### config.mk
export PLATFORM = sky130hd
export DESIGN_NAME = ysyx_22050854_booth_mul_pipe_ctrl
export DESIGN_NICKNAME = d
export VERILOG_FILES = /design/src/rtl/ysyx_22050854_booth_mul_pipe_ctrl.sv
export SDC_FILE = /design/constraint.sdc
export NUM_CORES = 2
export LEC_CHECK = 0
export BUFFER_PORTS_ARGS = -buffer_cell sky130_fd_sc_hd__buf_2
export CAP_MARGIN = 10
export CORE_ASPECT_RATIO = 1.2
export CORE_UTILIZATION = 40
export DETAILED_ROUTE_END_ITERATION = 10
export PLACE_DENSITY = 0.61
export SKIP_CTS_REPAIR_TIMING = 1
export SYNTH_ARGS = -nofsm -noshare
export SYNTH_HDL_FRONTEND = slang
export SYNTH_SLANG_ARGS = --single-unit
export TNS_END_PERCENT = 10
### constraint.sdc
create_clock -name clock -period 22.1 [get_ports clock]
set_input_delay 1.105 -clock clock [delete_from_list [all_inputs] [get_ports clock]]
set_output_delay 1.105 -clock clock [all_outputs]
set_load 0.01 [all_outputs]
### src/rtl/ysyx_22050854_booth_mul_pipe_ctrl.sv
// Radix-4 Booth iterative multiplier for the EXU MUL path.
// Full XLEN x XLEN products (ss/su/us/uu) and a signed half-width W mode.
// Result leaves through a valid/ready handshake and is held under backpressure.
// A flush aborts any operation and drops a pending result.
// Optional build macro: BOOTH_EARLY_TERM_EN. When it is defined, CALC ends early
// once every remaining partial product is known to be zero. The results do not change.
module ysyx_22050854_booth_mul_pipe_ctrl #(
  parameter int unsigned XLEN  = 64,
  parameter int unsigned ACC_W = 2 * XLEN + 4
) (
  input  logic            clock,
  input  logic            reset,
  input  logic            mul_valid,
  output logic            mul_ready,
  input  logic            flush,
  input  logic            mulw,
  input  logic [1:0]      mul_signed,
  input  logic [XLEN-1:0] multiplicand,
  input  logic [XLEN-1:0] multiplier,
  output logic            out_valid,
  input  logic            out_ready,
  output logic [XLEN-1:0] result_hi,
  output logic [XLEN-1:0] result_lo,
  output logic            mul_doing
);

  // Y register: XLEN+2 extended bits plus the y[-1] guard in bit 0
  localparam int unsigned YW    = XLEN + 3;
  localparam int unsigned HALF  = XLEN / 2;
  localparam int unsigned NFULL = XLEN / 2 + 1;
  localparam int unsigned NW    = XLEN / 4;
  localparam int unsigned CW    = $clog2(NFULL + 1);

  localparam logic [1:0] StIdle = 2'd0;
  localparam logic [1:0] StCalc = 2'd1;
  localparam logic [1:0] StDone = 2'd2;

  logic [1:0]       state_q, state_d;
  logic [ACC_W-1:0] x_q;
  logic [YW-1:0]    y_q;
  logic [ACC_W-1:0] acc_q;
  logic [CW-1:0]    cnt_q;
  logic [CW-1:0]    last_q;
  logic             mulw_q;

  logic             accept;
  logic             last_pp;
  logic             early_done;
  logic [ACC_W-1:0] x_ext;
  logic [YW-1:0]    y_ext;
  logic [ACC_W-1:0] pp;
  logic [ACC_W-1:0] x_neg;
  logic             x_sign;
  logic             y_sign;
  logic             unused_acc;

  assign mul_ready = (state_q == StIdle);
  assign mul_doing = (state_q == StCalc);
  assign out_valid = (state_q == StDone);
  assign accept    = mul_valid & mul_ready & ~flush;
  assign last_pp   = (cnt_q == last_q);

`ifdef BOOTH_EARLY_TERM_EN
  // All-zero or all-one remaining Y (with guard) decodes to zero partial products only
  assign early_done = (&y_q) | (~|y_q);
`else
  assign early_done = 1'b0;
`endif

  // Operand extension for the selected mode
  always_comb begin
    x_sign = mul_signed[1] & multiplicand[XLEN-1];
    y_sign = mul_signed[0] & multiplier[XLEN-1];
    if (mulw) begin
      x_ext = {{(ACC_W - HALF){multiplicand[HALF-1]}}, multiplicand[HALF-1:0]};
      y_ext = {{(YW - HALF - 1){multiplier[HALF-1]}}, multiplier[HALF-1:0], 1'b0};
    end else begin
      x_ext = {{(ACC_W - XLEN){x_sign}}, multiplicand};
      y_ext = {{2{y_sign}}, multiplier, 1'b0};
    end
  end

  // Booth radix-4 partial product select from the low Y triplet
  always_comb begin
    x_neg = ~x_q + {{(ACC_W - 1){1'b0}}, 1'b1};
    pp    = '0;
    case (y_q[2:0])
      3'b001, 3'b010: pp = x_q;
      3'b011:         pp = {x_q[ACC_W-2:0], 1'b0};
      3'b100:         pp = {x_neg[ACC_W-2:0], 1'b0};
      3'b101, 3'b110: pp = x_neg;
      default:        pp = '0;
    endcase
  end

  // Next-state logic; flush overrides every other transition
  always_comb begin
    state_d = state_q;
    case (state_q)
      StIdle: if (accept) state_d = StCalc;
      StCalc: if (early_done || last_pp) state_d = StDone;
      StDone: if (out_ready) state_d = StIdle;
      default: state_d = StIdle;
    endcase
    if (flush) state_d = StIdle;
  end

  // State register
  always_ff @(posedge clock or posedge reset) begin
    if (reset) begin
      state_q <= StIdle;
    end else begin
      state_q <= state_d;
    end
  end

  // Datapath: load on accept, one Booth step per CALC cycle
  always_ff @(posedge clock or posedge reset) begin
    if (reset) begin
      x_q    <= '0;
      y_q    <= '0;
      acc_q  <= '0;
      cnt_q  <= '0;
      last_q <= '0;
      mulw_q <= 1'b0;
    end else if (accept) begin
      x_q    <= x_ext;
      y_q    <= y_ext;
      acc_q  <= '0;
      cnt_q  <= '0;
      last_q <= mulw ? CW'(NW - 1) : CW'(NFULL - 1);
      mulw_q <= mulw;
    end else if ((state_q == StCalc) && !flush && !early_done) begin
      acc_q <= acc_q + pp;
      x_q   <= {x_q[ACC_W-3:0], 2'b00};
      y_q   <= {{2{y_q[YW-1]}}, y_q[YW-1:2]};
      cnt_q <= cnt_q + 1'b1;
    end
  end

  // Results are forced to zero outside DONE; acc is frozen while in DONE
  always_comb begin
    result_hi = '0;
    result_lo = '0;
    if (out_valid) begin
      if (mulw_q) begin
        result_lo = {{(XLEN - HALF){acc_q[HALF-1]}}, acc_q[HALF-1:0]};
      end else begin
        result_hi = acc_q[2*XLEN-1:XLEN];
        result_lo = acc_q[XLEN-1:0];
      end
    end
  end

  // Guard bits above the 2*XLEN product are only headroom
  assign unused_acc = ^acc_q[ACC_W-1:2*XLEN];

endmodule
==> impl_metrics.env <==
export IMPL_vdd_drop_max_mv=0.0616
export IMPL_critPathArrivalTime_ps=8810
export IMPL_routedWlPerCell_um=21.6
export IMPL_tightest_slew_ps=1190
export IMPL_timing_hold_ws_ps=512
export IMPL_worst_setup_path_end_kind="flop"
export IMPL_drive_above_1_share=0.110
export IMPL_drt_pass1_iter_count=6
export IMPL_ys_seq_elements=333
export IMPL_finClkSkew_ps=41.0
export IMPL_synth_edff_count=0
export IMPL_root_buffer="clkbuf_16"
export IMPL_antenna_found_initial=6
export IMPL_drcViolationCount=0
export IMPL_clk_pin_slew_ps=60
export IMPL_critPathKind="flop to flop"
export IMPL_crit_start="x_q[2]"
export IMPL_grt_pass1_vias=27300
export IMPL_synthTopCellsByArea="dfrtp_1 28%, o21ai_0 7.9%, nand2_1 7.7%"
export IMPL_final_setup_viol_count=0
export IMPL_cts_buffers=41
export IMPL_cellPowerDensity_mw_per_mm2=134
export IMPL_rr_endpoint="acc_q[124]"
export IMPL_fmax_mhz=120
export IMPL_ant_nets=0
export IMPL_maxCapViolations=0
export IMPL_yosys_warnings=0
export IMPL_avgViaCountPerCell=6.03
export IMPL_clk_latency_ps=610
export IMPL_final_common_cell="nand2_1"
export IMPL_syn_area_mm2=0.0295
export IMPL_netlist_area_leader_share=0.283
export IMPL_num_io_pins=267
export IMPL_grt_ovfl_total=0
export IMPL_layout_common_cells="606 x nand2_1, 466 x o21ai_0, 331 x dfrtp_1"
export IMPL_cts_sinks=333
export IMPL_avgSynthCellArea_um2=7.56
export IMPL_die_area_mm2=0.0747
export IMPL_p_leak_nw=14.7
export IMPL_cts_path_max_buffers=3
export IMPL_synth_area_leader_cell="dfrtp_1"
export IMPL_hp_start="acc_q[8]"
export IMPL_grt_busiest_layer="met2"
export IMPL_cp_start_kind="flop"
export IMPL_hold_viol_final=0
export IMPL_grt_use_met2=0.429
export IMPL_r2r_start="x_q[2]"
export IMPL_die_h_um=299
export IMPL_dieWidth_um=250
export IMPL_cp_max_fo=8
export IMPL_grt_first_pass_wirelength_mm=163
export IMPL_drt_iter0_markers=2598
export IMPL_grt_usage=0.273
export IMPL_use_met1=0.378
export IMPL_synth_nets=4162
export IMPL_start_util=0.406
export IMPL_nNetsFinal=4151
export IMPL_via_count=29300
export IMPL_drv_slew=0
export IMPL_hold_path_class="flop to flop"
export IMPL_hold_end="acc_q[8]"
export IMPL_worst_r2r_path_depth=24
export IMPL_grt_max_degree=106
export IMPL_synthCells=3896
export IMPL_rsz0062_at_grt="false"
export IMPL_synth_ff_type="dfrtp_1"
export IMPL_maxSlewHeadroom=0.202
export IMPL_netlist_cell_type_count=86
export IMPL_rrSetupSlack_ps=13790
export IMPL_whs_path_depth=2
export IMPL_min_period_over_period=0.376
export IMPL_finalCriticalPeriod_ps=8310
export IMPL_required_ps=22600
export IMPL_placed_area_mm2=0.0310
export IMPL_core_region_area_mm2=0.0726
export IMPL_dp_hpwl_mm=75.5
export IMPL_timing_setup_tns_ps=0
export IMPL_h_tree_depth=2
export IMPL_fillerInstances=7507
export IMPL_area_growth_pct=10.2
export IMPL_final_area_mm2=0.0325
export IMPL_async_flop_share=1.00
export IMPL_gp_congestion=0.971
export IMPL_drt_total_wl_mm=105
export IMPL_port_buffer_count=266
export IMPL_cts_tree="yes"
export IMPL_use_met3=0.0346
export IMPL_synth_seq_area_share=0.283
export IMPL_rows=108
export IMPL_status="complete, no violations"
==> area by class of cell <==
type	instances	area (um^2)	area share
Clock buffer	57	1180	0.0362
Antenna cell	5	12.5	0.000385
Sequential cell	333	8340	0.257
Tap cell	935	1170	0.0360
Inverter	57	221	0.00682
Clock inverter	18	300	0.00925
Timing Repair Buffer	312	1680	0.0516
Multi-Input combinational cell	3140	19600	0.603
==> per-stage QoR <==
step	total power [mW]	instances	utilization	setup slack [ps]
2_1_floorplan	2.88	3896	-	11770
4_1_cts	4.33	4852	0.447	13910
3_5_place_dp	3.57	4777	0.427	13940
6_report	4.34	4857	0.447	13790
5_1_grt	4.67	4857	0.447	13440
3_3_place_gp	3.56	4777	0.427	14040
==> kinds of logic after synthesis <==
kind of cell | count (synthesis) | synth area share
simple gates | 1332 | 0.215
compound gates | 1280 | 0.268
buf+inv | 423 | 0.0545
flops | 333 | 0.283
xor+xnor | 268 | 0.0797
mux | 130 | 0.0442
fa+ha+maj | 130 | 0.0555
==> cell usage after synthesis, types with 5 or more instances <==
library cell,n
nor4_1,23
or3_1,43
o22ai_1,10
a211o_1,6
or4_1,18
a21o_1,96
clkbuf_1,342
nand4_1,63
xor2_1,136
and2_1,107
nor3_1,93
or2_2,13
nand2_1,607
nand3_1,49
ha_1,129
a211oi_1,72
inv_1,57
o221ai_1,20
nor2b_1,24
a221o_1,12
nand4b_1,6
a21boi_0,9
o21ai_0,466
dfrtp_1,333
and4_1,10
nand2b_1,30
o31ai_1,21
a21oi_1,237
nand3b_1,5
o21ai_1,14
a221oi_1,32
and3_1,22
o21bai_1,38
xnor2_1,132
mux2i_1,129
nor2_1,189
buf_1,18
a22oi_1,77
nor3b_1,8
o21a_1,12
a22o_1,16
o211ai_1,8
a31oi_1,92
==> where the power goes <==
group          internal [mW]  leakage (nW)  switching (mW)  total, mW
clock                  0.436         0.719           0.302      0.738
sequential             0.811          4.23           0.320       1.13
combinational          0.923          9.75            1.55       2.47
total                   2.17          14.7            2.17       4.34
==> how the worst max path moves through the flow <==
stage | to | slack (ps)
2_1_floorplan | acc_q[0] | 11770
3_3_place_gp | acc_q[124] | 14040
3_5_place_dp | acc_q[124] | 13940
4_1_cts | acc_q[124] | 13910
5_1_grt | acc_q[120] | 13440
6_report | acc_q[124] | 13790
==> per-layer routing <==
metal  share of wire  vias up
li1                -    14000
met1            0.44    14000
met2            0.45     1100
met3           0.063      205
met4           0.043        2
met5         0.00012        -
==> critical path: stages (launching register included) <==
cell	delay, ps
dfrtp_1	460
or3_1	470
nor3_1	410
nand4_1	350
nor4_1	610
nand2_1	210
or4_1	540
or3_1	380
nand2_1	100
xnor2_1	70
a221o_1	370
ha_1	430
nand4_1	190
nor3_1	360
and3b_1	250
inv_1	50
a2111oi_0	710
buf_4	270
nor4_1	130
o31ai_1	730
a41o_1	410
a21oi_1	170
o21bai_1	270
mux2i_1	210
nand2_1	60
==> state kept, by name, summed over array words and instances, names as in the netlist <==
signal	cells
acc_q	128
y_q	67
x_q	128
state_q	2
cnt_q	6
last_q	2
No activity file was read; power rests on OpenSTA's default activity.
